<file path="config.mk">
export PLATFORM = sky130hd
export DESIGN_NAME = button_conditioner
export DESIGN_NICKNAME = d
export VERILOG_FILES = /design/src/rtl/button_conditioner.sv
export SDC_FILE = /design/constraint.sdc
export NUM_CORES = 1
export LEC_CHECK = 0
export CORE_MARGIN = 2
export CORE_UTILIZATION = 55
export DETAILED_ROUTE_END_ITERATION = 10
export PLACE_DENSITY = 0.79
export REMOVE_ABC_BUFFERS = 1
export SETUP_SLACK_MARGIN = 0.1
export SLEW_MARGIN = 20
export SYNTH_ARGS = -nofsm -noshare
export SYNTH_HDL_FRONTEND = slang
export SYNTH_SLANG_ARGS = --single-unit
export TNS_END_PERCENT = 10
</file>
<file path="constraint.sdc">
create_clock -name CLK -period 3.09 [get_ports CLK]
set_input_delay 0.618 -clock CLK [delete_from_list [all_inputs] [get_ports CLK]]
set_output_delay 0.618 -clock CLK [all_outputs]
set_load 0.02 [all_outputs]
</file>
<file path="src/rtl/button_conditioner.sv">
// Two-channel pushbutton conditioner: synchronize, debounce, and latch press requests until TICK.
// Define BUTTON_AUTOREPEAT_EN to add hold-to-repeat press events.
module button_conditioner #(
    parameter int DEBOUNCE_CYCLES = 1000000,
    parameter int REPEAT_DELAY    = 25000000,
    parameter int REPEAT_RATE     = 10000000
) (
    input  logic CLK,
    input  logic RESET,
    input  logic KEY_UP_N,
    input  logic KEY_DOWN_N,
    input  logic TICK,
    output logic UP,
    output logic DOWN,
    output logic UP_HELD,
    output logic DOWN_HELD
);

    localparam int DB_W = $clog2(DEBOUNCE_CYCLES + 1);

    logic [1:0] key_n;
    logic [1:0] held;
    logic [1:0] req;

    assign key_n     = {KEY_DOWN_N, KEY_UP_N};
    assign UP        = req[0];
    assign DOWN      = req[1];
    assign UP_HELD   = held[0];
    assign DOWN_HELD = held[1];

    for (genvar ch = 0; ch < 2; ch++) begin : g_chan
        logic            sync_a;
        logic            sync_b;
        logic            state;
        logic [DB_W-1:0] db_cnt;
        logic            press_evt;
        logic            rep_evt;

        // The counter only runs while the synchronized level disagrees with the
        // debounced state, so any bounce back to the old level restarts it.
        always_ff @(posedge CLK or posedge RESET) begin
            if (RESET) begin
                sync_a    <= 1'b0;
                sync_b    <= 1'b0;
                state     <= 1'b0;
                db_cnt    <= '0;
                press_evt <= 1'b0;
            end else begin
                sync_a    <= ~key_n[ch];
                sync_b    <= sync_a;
                press_evt <= rep_evt;
                if (sync_b == state) begin
                    db_cnt <= '0;
                end else if (db_cnt == DB_W'(DEBOUNCE_CYCLES)) begin
                    state  <= ~state;
                    db_cnt <= '0;
                    if (!state) begin
                        press_evt <= 1'b1;
                    end
                end else begin
                    db_cnt <= db_cnt + DB_W'(1);
                end
            end
        end

`ifdef BUTTON_AUTOREPEAT_EN
        localparam int REP_MAX = (REPEAT_DELAY > REPEAT_RATE) ? REPEAT_DELAY : REPEAT_RATE;
        localparam int REP_W   = $clog2(REP_MAX + 1);

        logic [REP_W-1:0] rep_cnt;
        logic             rep_phase;

        // First repeat waits the long delay after the press, later ones use the rate.
        assign rep_evt = state && (rep_phase ? (rep_cnt == REP_W'(REPEAT_RATE - 1))
                                             : (rep_cnt == REP_W'(REPEAT_DELAY - 1)));

        always_ff @(posedge CLK or posedge RESET) begin
            if (RESET) begin
                rep_cnt   <= '0;
                rep_phase <= 1'b0;
            end else if (!state) begin
                rep_cnt   <= '0;
                rep_phase <= 1'b0;
            end else if (rep_evt) begin
                rep_cnt   <= '0;
                rep_phase <= 1'b1;
            end else begin
                rep_cnt   <= rep_cnt + REP_W'(1);
            end
        end
`else
        assign rep_evt = 1'b0;
`endif

        // A press landing on the same edge as TICK keeps the request set.
        always_ff @(posedge CLK or posedge RESET) begin
            if (RESET) begin
                req[ch] <= 1'b0;
            end else if (press_evt) begin
                req[ch] <= 1'b1;
            end else if (TICK) begin
                req[ch] <= 1'b0;
            end
        end

        assign held[ch] = state;
    end

endmodule

</file>
==> results of run 1 <==
[sequential cells by signal (all words and copies together) (netlist names)]
name	count
g_chan.sync_b	2
g_chan.press_evt	2
DOWN_HELD	1
UP_HELD	1
UP	1
g_chan.db_cnt	40
g_chan.sync_a	2
DOWN	1
[per-layer routing]
| metal | share of wire, % | wire length [µm] | global-route usage [%] |
|---|---|---|---|
| met3 | 3.6 | 157 | 5.19 |
| met2 | 46 | 1990 | 30.5 |
| met5 | 0 | 0 | 0 |
| met4 | 1.5 | 65 | 6.41 |
| met1 | 49 | 2120 | 27.7 |
[layout make-up]
type | instances | area, µm²
clock buffer | 6 | 72.6
sequential | 50 | 1250
timing repair buffer | 10 | 95.1
inverter | 16 | 60.1
clock inverter | 2 | 37.5
fill | 350 | 1630
multi-input combinational | 172 | 1080
tap | 52 | 65.1
[worst max-delay path by stage]
stage | startpoint | endpoint | slack, ns | cells after the start
6_report | g_chan[1].db_cnt[13] | g_chan[1].db_cnt[15] | 0.96 | 4
2_1_floorplan | g_chan[1].db_cnt[13] | g_chan[1].db_cnt[10] | 1.23 | 4
5_1_grt | g_chan[1].db_cnt[13] | g_chan[1].db_cnt[15] | 0.81 | 4
3_3_place_gp | g_chan[1].db_cnt[13] | g_chan[1].db_cnt[9] | 1.02 | 4
4_1_cts | g_chan[1].db_cnt[13] | g_chan[1].db_cnt[15] | 0.96 | 4
3_5_place_dp | g_chan[0].db_cnt[0] | g_chan[0].db_cnt[11] | 0.98 | 6
[power breakdown]
part / switching (µW) / internal (µW)
clock: 211 / 242
sequential: 10.6 / 663
combinational: 31.2 / 17.4
[metrics by stage]
| stage | cells | area (µm²) |
|---|---|---|
| global route | 308 | 2660 |
| CTS | 308 | 2660 |
| floorplan | 238 | 2390 |
| detailed placement | 300 | 2550 |
| finish | 308 | 2660 |
| global placement | 300 | 2550 |
[cells by family after synthesis]
family,count (synthesis),synth area share [%]
xor+xnor,31,11.2
fa+ha+maj,4,2.07
mux,3,1.34
simple gates,117,25.4
buf+inv,22,3.67
compound gates,17,4.70
flops,50,51.7
[layout by cell type, fill, tap and decap left out]
master / instances
sky130_fd_sc_hd__a21o_1: 2
sky130_fd_sc_hd__o31ai_1: 5
sky130_fd_sc_hd__nor4b_1: 3
sky130_fd_sc_hd__buf_4: 2
sky130_fd_sc_hd__nand4_1: 11
sky130_fd_sc_hd__mux2i_1: 1
sky130_fd_sc_hd__clkbuf_8: 5
sky130_fd_sc_hd__nand3_1: 14
sky130_fd_sc_hd__nor3_1: 4
sky130_fd_sc_hd__nor3b_1: 1
sky130_fd_sc_hd__dfrtp_1: 50
sky130_fd_sc_hd__inv_1: 15
sky130_fd_sc_hd__nand3_2: 1
sky130_fd_sc_hd__and3_1: 3
sky130_fd_sc_hd__nand2_1: 12
sky130_fd_sc_hd__or3_1: 3
sky130_fd_sc_hd__clkbuf_1: 1
sky130_fd_sc_hd__clkinvlp_4: 1
sky130_fd_sc_hd__xor2_1: 7
sky130_fd_sc_hd__nor2_1: 40
sky130_fd_sc_hd__mux2_2: 1
sky130_fd_sc_hd__xnor2_1: 24
sky130_fd_sc_hd__a41o_1: 1
sky130_fd_sc_hd__ha_1: 4
sky130_fd_sc_hd__or4bb_1: 1
sky130_fd_sc_hd__inv_2: 1
sky130_fd_sc_hd__o21bai_2: 1
sky130_fd_sc_hd__bufinv_16: 1
sky130_fd_sc_hd__or2_1: 1
sky130_fd_sc_hd__clkdlybuf4s50_1: 8
sky130_fd_sc_hd__o21ai_0: 1
sky130_fd_sc_hd__nor4bb_1: 1
sky130_fd_sc_hd__or4_1: 5
sky130_fd_sc_hd__or2_2: 2
sky130_fd_sc_hd__or4_2: 1
sky130_fd_sc_hd__mux2_1: 1
sky130_fd_sc_hd__a21oi_1: 7
sky130_fd_sc_hd__nor4_1: 12
sky130_fd_sc_hd__and4_1: 2
[critical path, stage by stage, from the launching register on]
cell and delay (ns):
sky130_fd_sc_hd__dfrtp_1 0.43, sky130_fd_sc_hd__or4_2 0.67, sky130_fd_sc_hd__nor2_1 0.15, sky130_fd_sc_hd__a41o_1 0.61, sky130_fd_sc_hd__nor2_1 0.12
==> results.yml, run 1 <==
global_routing:
  wire_length_of_the_first_global_routing_pass_um: 7780
  global_route.usage.total_pct: 19.9
  grt_antenna_before_repair: 0
  grt_remaining_overflow: 0
  first_global_vias: 1711
  largest_net_degree_at_the_start_of_global_routing: 23
clocking:
  clock_tree.root_cell: "sky130_fd_sc_hd__clkbuf_8"
  clk_latency_ns: 0.31
  ctsLongestPathBuffers: 2
  clock_sinks: 50
  cts.htree.levels: 2
  cts_tree: "yes"
  cts.repair.resized: 0
  ctsHoldBuffers: 0
  post_cts_setup_buffers: 0
  clk_pin_slew_ns: 0.09
  cts-buffers-inserted: 5
yosys:
  yosysUniqueCellTypes: 34
  synth.avg_cell_area_um2: 9.93
  synth-edff-count: 0
  synth-async-reset-ratio_pct: 100
  post-synth-top-area-cell: "sky130_fd_sc_hd__dfrtp_1"
  post-synth-top-area-fraction_pct: 51.7
  synth-seq-cells: 50
  syn-instance-count: 244
  most_frequent_cell_after_synthesis: "sky130_fd_sc_hd__dfrtp_1"
  syn-cell-area_mm2: 0.00242
  yosys_warnings: 0
  ys.flop_type: "sky130_fd_sc_hd__dfrtp_1"
  synth_top_cells_by_count: "sky130_fd_sc_hd__dfrtp_1, sky130_fd_sc_hd__nor2_1, sky130_fd_sc_hd__xnor2_1"
  yosys-top-cells-area: "sky130_fd_sc_hd__dfrtp_1, sky130_fd_sc_hd__xnor2_1, sky130_fd_sc_hd__nor2_1"
  synth-seq-area-share_pct: 51.7
drt:
  drtPass1Iterations: 4
  drt_drc_violations_left: 0
  route.final.wire_length_um: 4330
  vias: 1754
  detail_route.wl_per_cell_um: 14.0
  ant_nets: 0
  detail_route.vias_per_cell: 5.69
  drt_iter0_markers: 136
die:
  die_h_um: 70.4
  die_area_mm2: 0.00495
  die_width_um: 70.4
  io_pins: 9
  initial_core_util_pct: 56.4
  std_cell_rows: 24
  fp.coreArea_mm2: 0.00429
sta:
  final_hold_viol_count: 0
  slew_violations: 0
  rsz0062_at_grt: "no"
  finalCriticalPeriod_ns: 2.13
  max_clock_freq_mhz: 470
  timing.clock.skew_ns: 0.00885
  report.final.setup_viol: 0
  timing.hold.ws_ns: 0.361
  fin_crit_sh_pct: 68.8
  totalNegativeSetupSlack_ns: 0
  fin_ws_ns: 0.963
  max_slew.worst_pin.slew_ns: 0.768
  slew_headroom_pct: 48.8
power:
  leakage_component_of_the_power_uw: 0.00108
  totalPowerFinal_uw: 1170
  power_density_mw_per_mm2: 441
  max-vdd-ir-drop_v: 0.000181
layout:
  layout-drive-gt1-share_pct: 6.25
  area.growth.synth_to_final_pct: 9.97
  final_util_pct: 62.0
  final_net_count: 264
  antenna_cells: 0
worst_setup_path:
  worstPathRequired_ns: 3.25
  criticalPathCategory: "reg2reg"
  worstSetupEndpointType: "flop"
  crit_path_max_fanout: 20
  worst_r2r_path_depth: 4
  worst_reg_to_reg_setup_slack_ns: 0.96
  timing.critical_path.from_type: "flop"
  regToRegStartpoint: "g_chan[1].db_cnt[13]"
  worst_ep_arrival_time_ns: 2.29
  regToRegEndpoint: "g_chan[1].db_cnt[15]"
hold_path:
  worstHoldEndpoint: "g_chan[1].sync_b"
  hold_path_startpoint: "g_chan[1].sync_a"
  whs_path_depth: 0
  worst_hold_path_type: "reg2reg"
placed_design:
  post-place-ws_ns: 0.984
  port-buffer-count: 8
  globalplace.congestion: 0.827
  hpwl_um: 3130
flow_run:
  max_cap_violations: 0
status:
  run_status: "finished clean"
Power figures use the tool's default switching activity.
==> run 2: changes to the inputs <==
--- a/config.mk
+++ b/config.mk
@@ -6,9 +6,9 @@
 export NUM_CORES = 1
 export LEC_CHECK = 0
 export CORE_MARGIN = 2
-export CORE_UTILIZATION = 55
+export CORE_UTILIZATION = 54
 export DETAILED_ROUTE_END_ITERATION = 10
-export PLACE_DENSITY = 0.79
+export PLACE_DENSITY = 0.81
 export REMOVE_ABC_BUFFERS = 1
 export SETUP_SLACK_MARGIN = 0.1
 export SLEW_MARGIN = 20
==> constraint.sdc (replaced) <==
create_clock -name CLK -period 1.9 [get_ports CLK]
set_input_delay 0.38 -clock CLK [delete_from_list [all_inputs] [get_ports CLK]]
set_output_delay 0.38 -clock CLK [all_outputs]
set_load 0.02 [all_outputs]
==> run 2 against run 1 <==
Net effect:
- non-clock buffer count up 14
- worst setup slack got worse by 0.84 ns
- largest power group unchanged
- maximum frequency rose by 20%
- highest routed layer unchanged
- cell area increased by 7.2%
- wire length grew 9.8%
- die area increased by 1.7%
- global-route usage rose by 1.4 points
- critical endpoint is now g_chan[1].db_cnt[17]
- critical path type unchanged
- sequential share of layout area shrank 3.1 points
==> results.yml, run 2 (same netlist as run 1, synthesis figures left out) <==
worst_setup_path:
  worstSetupEndpointType: "flop"
  critical_path.max_stage_delay_ns: 0.49
  worst_ep_arrival_time_ns: 2.02
  worstPathRequired_ns: 2.14
  slowest_cell_on_the_critical_path: "sky130_fd_sc_hd__or4_1"
  criticalPathCategory: "reg2reg"
  crit_path_max_fanout: 8
  path_cells: "buf_4 > nand4_1 > or3_4 > or4_1 > a21oi_1"
  timing.critical_path.from_type: "flop"
placed_design:
  placed_cells: 311
  globalplace.congestion: 0.860
  post_dp_cell_area_mm2: 0.00266
  hpwl_um: 3250
  post-place-ws_ns: 0.102
  port-buffer-count: 8
layout:
  registers.top_by_ff_count: "g_chan.db_cnt"
  fin_cells: 322
  largest_register_ffs: 40
  area.growth.synth_to_final_pct: 17.9
  layout_common_cells: "sky130_fd_sc_hd__dfrtp_1, sky130_fd_sc_hd__nor2_1, sky130_fd_sc_hd__xnor2_1, sky130_fd_sc_hd__inv_1"
  layout-drive-gt1-share_pct: 14.1
  final_common_cell: "sky130_fd_sc_hd__dfrtp_1"
  antenna_cells: 0
  final_util_pct: 66.0
  fin_area_mm2: 0.00286
  final_net_count: 278
sta:
  fin_crit_sh_pct: 93.5
  totalNegativeSetupSlack_ns: 0
  report.final.setup_viol: 0
  max_slew.worst_pin.slew_ns: 0.469
  max_clock_freq_mhz: 563
  final_hold_viol_count: 0
  fin_ws_ns: 0.124
  slew_violations: 0
  finalCriticalPeriod_ns: 1.78
  rsz0062_at_grt: "yes"
  slew_headroom_pct: 68.3
  timing.clock.skew_ns: 0.00724
power:
  leakage_component_of_the_power_uw: 0.00117
  power_density_mw_per_mm2: 741
  max-vdd-ir-drop_v: 0.000487
global_routing:
  grt_antenna_before_repair: 0
  largest_net_degree_at_the_start_of_global_routing: 25
  global_route.usage.total_pct: 21.4
  wire_length_of_the_first_global_routing_pass_um: 8440
  grt_remaining_overflow: 0
  first_global_vias: 1817
hold_path:
  worst_hold_path_type: "in2async"
die:
  initial_core_util_pct: 56.0
  fp.coreArea_mm2: 0.00432
  die_h_um: 71.0
  die_width_um: 71.0
  io_pins: 9
  std_cell_rows: 24
  die_area_mm2: 0.00504
clocking:
  clock_sinks: 50
  ctsHoldBuffers: 0
  cts-buffers-inserted: 5
  clk_latency_ns: 0.31
  clk_pin_slew_ns: 0.09
  clock_tree.root_cell: "sky130_fd_sc_hd__clkbuf_8"
  cts.htree.levels: 2
  ctsLongestPathBuffers: 2
  cts_tree: "yes"
flow_run:
  max_cap_violations: 0
drt:
  ant_nets: 0
  detail_route.vias_per_cell: 5.83
  drt_drc_violations_left: 0
  detail_route.wl_per_cell_um: 14.8
  drt_iter0_markers: 83
  vias: 1878
  route.final.wire_length_um: 4750
  drtPass1Iterations: 4
status:
  run_status: "finished clean"
-- run 2: per-layer routing --
layer | wire length (µm) | share of wire, % | vias up | GRT usage (%)
met1 | 2180 | 46 | 915 | 29.3
met4 | 120 | 2.5 | 0 | 11.5
met2 | 2190 | 46 | 58 | 33.0
met5 | 0 | 0 | - | 0
met3 | 262 | 5.5 | 10 | 3.13
li1 | - | - | 895 | -
-- run 2: layout make-up --
cell class                      count  area, µm²
Clock buffer                        6       82.6
Timing Repair Buffer               24        225
Fill cell                         342       1470
Sequential cell                    50       1250
Tap cell                           52       65.1
Multi-Input combinational cell    172       1110
Inverter                           16       60.1
Clock inverter                      2       60.1
-- run 2: path summary, 6_finish.rpt --
| check | startpoint | to | slack (ns) | cells after the start |
|---|---|---|---|---|
| min reg2reg | g_chan[1].sync_a | g_chan[1].sync_b | 0.36 | 0 |
| min in group CLK | g_chan[1].sync_a | g_chan[1].sync_b | 0.36 | 0 |
| min | RESET | DOWN | 0.36 | 2 |
| max in group asynchronous | RESET | g_chan[0].db_cnt[5] | 1.05 | 3 |
| max | g_chan[1].db_cnt[13] | g_chan[1].db_cnt[17] | 0.12 | 5 |
| max reg2reg | g_chan[1].db_cnt[13] | g_chan[1].db_cnt[17] | 0.12 | 5 |
-- run 2: what timing repair did --
action,4_1_cts,5_1_grt
setup buffers,1,2
gates resized for setup,1,8
setup endpoints to repair,3,44
-- run 2: power by group --
part	switching, µW	leakage (µW)	internal (µW)	total (µW)
sequential	14.6	0.000681	1080	1090
clock	361	0.0000714	561	922
combinational	58.2	0.000421	42.9	101
-- run 2: stage by stage --
stage	hold WS (ns)	power [µW]
2_1_floorplan	0.331	1160
3_3_place_gp	0.333	1210
3_5_place_dp	0.340	1210
4_1_cts	0.361	2130
5_1_grt	0.376	2190
6_report	0.361	2120
-- run 2: worst max-delay path, delay by kind of cell, from the launching register on --
kind	cells	cell delay, ns
buffers and inverters	1	0.13
AND/OR/NAND/NOR	3	1.05
flip-flops	1	0.36
AO/OA/AOI/OAI	1	0.17
==> RTL change 1, RTL diff (flow settings as in run 1) <==
Add a define of `BUTTON_AUTOREPEAT_EN`.
--- a/src/rtl/button_conditioner.sv
+++ b/src/rtl/button_conditioner.sv
@@ -1,4 +1,6 @@
 // Two-channel pushbutton conditioner: synchronize, debounce, and latch press requests until TICK.
 // Define BUTTON_AUTOREPEAT_EN to add hold-to-repeat press events.
+`define BUTTON_AUTOREPEAT_EN
+
 module button_conditioner #(
     parameter int DEBOUNCE_CYCLES = 1000000,
Function: same outputs for any inputs over 10 cycles, from zero or initial values and one cycle with RESET high; that may be too few to reach the edited logic, so the function may still have changed.
==> RTL change 1 against run 1 <==
Sequential power increased by 100%. Synthesized area increased by 120%. Via count increased by 140%. Clock skew increased by 0.0023 ns. Die area increased by 110%. Synthesized cell count increased by 120%. Sequential cell count increased by 52. Design area increased by 120%. Clock power increased by 84%. Setup slack got worse by 0.13 ns. Power increased by 91%. Wire length increased by 140%.
==> RTL change 1: results (changes against run 1) <==
Outcome
  – Status: completed (unchanged)

Pwr
  – Maximum vdd drop: 0.365 mV (was 0.181 mV)
  – Leakage: 2.14 nW (was 1.08 nW)

Setup path
  – RR Endpoint: g_chan[1].rep_cnt[3] (was g_chan[1].db_cnt[15])
  – Crit path max fanout: 11 (was 20)
  – Register-to-register setup slack: 0.84 ns (was 0.96 ns)
  – Reg2reg path depth: 6 (was 4)
  – Arrival time of the worst setup path: 2.49 ns (was 2.29 ns)
  – R2r startpoint: g_chan[1].rep_cnt[0] (was g_chan[1].db_cnt[13])

GRT
  – Met2 Use GR: 35.4% (was 30.5%)
  – Largest net degree at the start of global routing: 56 (was 23)
  – First-pass GRT wire length: 17,900 µm (was 7780 µm)
  – Vias in the first global route: 3,935 (was 1,711)
  – Global routing usage on met3: 5.02% (was 5.19%)
  – GRT Total Usage: 21.3% (was 19.9%)

Routing
  – Vias per cell: 6.05 (was 5.69)
  – Avg WL per Cell: 15.2 µm (was 14.0 µm)
  – DR iter-0 viols: 230 (was 136)
  – Vias: 4,165 (was 1,754)
  – WL met2: 5220 µm (was 1990 µm)
  – Met3 WL post-DR: 338 µm (was 157 µm)
  – Metal-1 WL: 4740 µm (was 2120 µm)

Yosys
  – Compound-gate portion of the synthesized area: 11.4% (was 4.70%)
  – Library cells used by synthesis: 46 (was 34)
  – Most instantiated cells after synthesis: 102 x dfrtp_1, 38 x nor2_1, 33 x nand2_1 (was 50 x dfrtp_1, 40 x nor2_1, 24 x xnor2_1)
  – Synth area leaders: dfrtp_1 48%, xor2_1 4.3%, xnor2_1 4.1% (was dfrtp_1 52%, xnor2_1 8.7%, nor2_1 6.2%)
  – XOR/XNOR Fraction of Synth Area: 8.35% (was 11.2%)
  – Post-synthesis mux area share: 0.397% (was 1.34%)
  – Seq/Total Area, Yosys: 47.7% (was 51.7%)
  – Post-Syn Area per Cell: 9.80 µm² (was 9.93 µm²)
  – Synth Area in Adders: 1.40% (was 2.07%)

Clock network
  – CTS Root Cell: clkbuf_8 (unchanged)
  – Clock buffer count from CTS: 9 (was 5)
  – Worst-Skew Late Latency: 0.37 ns (was 0.31 ns)
  – H-tree levels: 3 (was 2)

Layout
  – Nets: 561 (was 264)
  – Fillers: 794 (was 350)
  – Sequential cell area: 2550 µm² (was 1250 µm²)
  – Layout cells sized above 1: 6.31% (was 6.25%)
  – Biggest regs: g_chan.rep_cnt (50), g_chan.db_cnt (40)

STA
  – Achievable Freq: 0.444 GHz (was 0.470 GHz)
  – Worst Clk Skew: 0.0111 ns (was 0.00885 ns)
  – Slew of the pin with the lowest slew margin: 0.741 ns (was 0.768 ns)
  – Hold_ws: 0.364 ns (was 0.361 ns)

Placement
  – Placed cells: 672 (was 300)
  – Placed cell areas: 5580 µm² (was 2550 µm²)
  – Final RePlAce weighted congestion: 0.867 (was 0.827)
  – Dpl ws: 0.878 ns (was 0.984 ns)

Min path
  – WHS Path Cells: 0 (unchanged)
==> RTL change 1: changes by cell type after synthesis, sizes merged, moves of 14 or more <==
cell / change
dfrtp: +52
nand2: +21
o21ai: +18
or4: +16
xor2: +19
nand4: +14
clkbuf: +15
a211oi: +22
or3: +20
nor3: +27
==> RTL change 1: report_power, final <==
part           leakage [nW]  internal [W]  switching, W  total (W)
clock                0.0935      0.000377      0.000454   0.000831
combinational         0.632     0.0000201     0.0000439  0.0000640
sequential             1.41       0.00134    0.00000926    0.00135
total                  2.14       0.00174      0.000507    0.00225
==> RTL change 1: area by class of cell <==
cell class	instances	area share, %
multi-input cells	395	45.2
flip-flops and latches	102	44.2
well taps	133	2.88
repair buffers	16	2.65
clock buffers	11	2.28
inverters	26	1.73
clock inverters	5	1.04
==> RTL change 1: critical path, cell delays in order, from the launching register on <==
cell       delay (ns)
dfrtp_1          0.40
ha_1             0.22
and4_1           0.32
nand2_1          0.16
a2111oi_4        0.65
buf_4            0.30
nor3_1           0.07
==> RTL change 1: worst max-delay path by stage <==
| stage | cells past startpoint | startpoint | to |
|---|---|---|---|
| after global routing | 6 | g_chan[1].rep_cnt[0] | g_chan[1].rep_cnt[3] |
| after floorplan | 1 | RESET | DOWN |
| after CTS | 6 | g_chan[1].rep_cnt[0] | g_chan[1].rep_cnt[3] |
| after global placement | 6 | g_chan[1].rep_cnt[0] | g_chan[1].rep_cnt[1] |
| after detailed placement | 6 | g_chan[1].rep_cnt[0] | g_chan[1].rep_cnt[16] |
| final | 6 | g_chan[1].rep_cnt[0] | g_chan[1].rep_cnt[3] |
==> RTL change 2, RTL diff (settings of run 1) <==
Made on the original files. Put a register stage on the outputs `UP`, `DOWN`, `UP_HELD` and `DOWN_HELD`, cleared by the reset. The values now appear one clock later.
--- a/src/rtl/button_conditioner.sv
+++ b/src/rtl/button_conditioner.sv
@@ -24,8 +24,17 @@
 
     assign key_n     = {KEY_DOWN_N, KEY_UP_N};
-    assign UP        = req[0];
-    assign DOWN      = req[1];
-    assign UP_HELD   = held[0];
-    assign DOWN_HELD = held[1];
+    always_ff @(posedge CLK or posedge RESET) begin
+        if (RESET) begin
+            UP        <= '0;
+            DOWN      <= '0;
+            UP_HELD   <= '0;
+            DOWN_HELD <= '0;
+        end else begin
+            UP        <= req[0];
+            DOWN      <= req[1];
+            UP_HELD   <= held[0];
+            DOWN_HELD <= held[1];
+        end
+    end
 
     for (genvar ch = 0; ch < 2; ch++) begin : g_chan
Function: no difference found for any inputs over 10 cycles, from zero or initial values and one cycle with RESET high; that may be too few to reach the edited logic, so the function may still have changed.
==> RTL change 2 against run 1 <==
Synthesized area up 4.1%. Sequential cell count rose by 4. Highest routed layer unchanged. Non-clock buffer count is 1 lower. Wire length grew 5.0%. Power grew 5.3%. Clock skew is 0.0034 ns lower. Maximum frequency about the same. Setup slack about the same. Core utilization is 0.81 points higher. Critical path type unchanged. Design area rose by 3.4%.
==> RTL change 2: results (changes against run 1) <==
Layout
  – Reg with most FFs: g_chan.db_cnt (unchanged)
  – Nets: 267 (was 264)
  – Fillers: 359 (was 350)
  – Layout cells sized above 1: 6.18% (was 6.25%)
  – Fin cells: 311 (was 308)

Setup path
  – Crit path max fanout: 20 (unchanged)
  – RR Endpoint: g_chan[1].db_cnt[8] (was g_chan[1].db_cnt[15])
  – Arrival time of the worst setup path: around 2.3 ns

Routing
  – Met3 WL post-DR: 117 µm (was 157 µm)
  – Vias: 1,792 (was 1,754)
  – Routed wire length: 4540 µm (was 4330 µm)
  – DR iter-0 viols: 120 (was 136)
  – Metal-1 WL: 2230 µm (was 2120 µm)
  – 1st-pass router iterations: 4 (unchanged)
  – WL met2: 2120 µm (was 1990 µm)

Pwr
  – Leakage: 1.14 nW (was 1.08 nW)
  – Sw Ratio: 21.5% (about the same)
  – Net Sw Power: 0.000266 W (was 0.000253 W)
  – Maximum vdd drop: 0.224 mV (was 0.181 mV)
  – P_seq: 0.000725 W (was 0.000673 W)

GRT
  – Vias in the first global route: 1,731 (was 1,711)
  – GR Util met1: 28.7% (was 27.7%)
  – Largest net degree at the start of global routing: 39 (was 23)
  – Global routing usage on met3: 4.36% (was 5.19%)
  – First-pass GRT wire length: 7910 µm (was 7780 µm)
  – Met2 Use GR: 29.4% (was 30.5%)
  – GRT Total Usage: 19.8% (was 19.9%)

Yosys
  – Post-synthesis instance total: 248 (was 244)
  – Synth area leaders: dfrtp_1 54%, xnor2_1 8.3%, nor2_1 6.0% (was dfrtp_1 52%, xnor2_1 8.7%, nor2_1 6.2%)
  – Ys async rst share: 100% (unchanged)
  – Seq/Total Area, Yosys: 53.6% (was 51.7%)
  – Most instantiated cells after synthesis: 54 x dfrtp_1, 40 x nor2_1, 24 x xnor2_1 (was 50 x dfrtp_1, 40 x nor2_1, 24 x xnor2_1)

STA
  – Slew HR: 48.9% (was 48.8%)
  – Worst Clk Skew: 0.00542 ns (was 0.00885 ns)

Placement
  – Placed cells: 303 (was 300)
  – Final RePlAce weighted congestion: 0.837 (was 0.827)
  – DPL Wire Length: 3220 µm (was 3130 µm)

Outcome
  – Status: completed (unchanged)

Clock network
  – CTS Root Cell: clkbuf_8 (unchanged)
  – Clk slew on worst S/H paths: 0.09 ns (about the same)
RTL change 2: area by class of cell:
class | instances | area (µm²) | area share (%)
Multi-Input combinational cell | 172 | 1080 | 39.3
Clock inverter | 3 | 40.0 | 1.45
Timing Repair Buffer | 9 | 87.6 | 3.18
Clock buffer | 5 | 68.8 | 2.50
Tap cell | 52 | 65.1 | 2.36
Inverter | 16 | 60.1 | 2.18
Sequential cell | 54 | 1350 | 49.0
RTL change 2: logic make-up after synthesis:
group / after synthesis / synth area share, %
mux: 3 / 1.29
fa+ha+maj: 4 / 1.98
xor+xnor: 31 / 10.8
compound gates: 17 / 4.51
simple gates: 117 / 24.4
flops: 54 / 53.6
buf+inv: 22 / 3.52
RTL change 2: stage by stage:
stage	hold WS, ns	cell area, µm²	utilization [%]
2_1_floorplan	0.331	2490	-
3_3_place_gp	0.332	2650	60.4
3_5_place_dp	0.336	2650	60.4
4_1_cts	0.358	2760	62.8
5_1_grt	0.375	2760	62.8
6_report	0.354	2760	62.8
RTL change 2: worst max-delay path by stage:
stage,start,endpoint,slack [ns],depth (start not counted)
final,g_chan[1].db_cnt[13],g_chan[1].db_cnt[8],0.96,4
after global routing,g_chan[0].db_cnt[0],g_chan[0].db_cnt[4],0.80,6
after CTS,g_chan[1].db_cnt[13],g_chan[1].db_cnt[8],0.93,4
after detailed placement,g_chan[1].db_cnt[13],g_chan[1].db_cnt[4],0.96,4
after global placement,g_chan[1].db_cnt[13],g_chan[1].db_cnt[5],0.99,4
after floorplan,RESET,DOWN,1.16,1
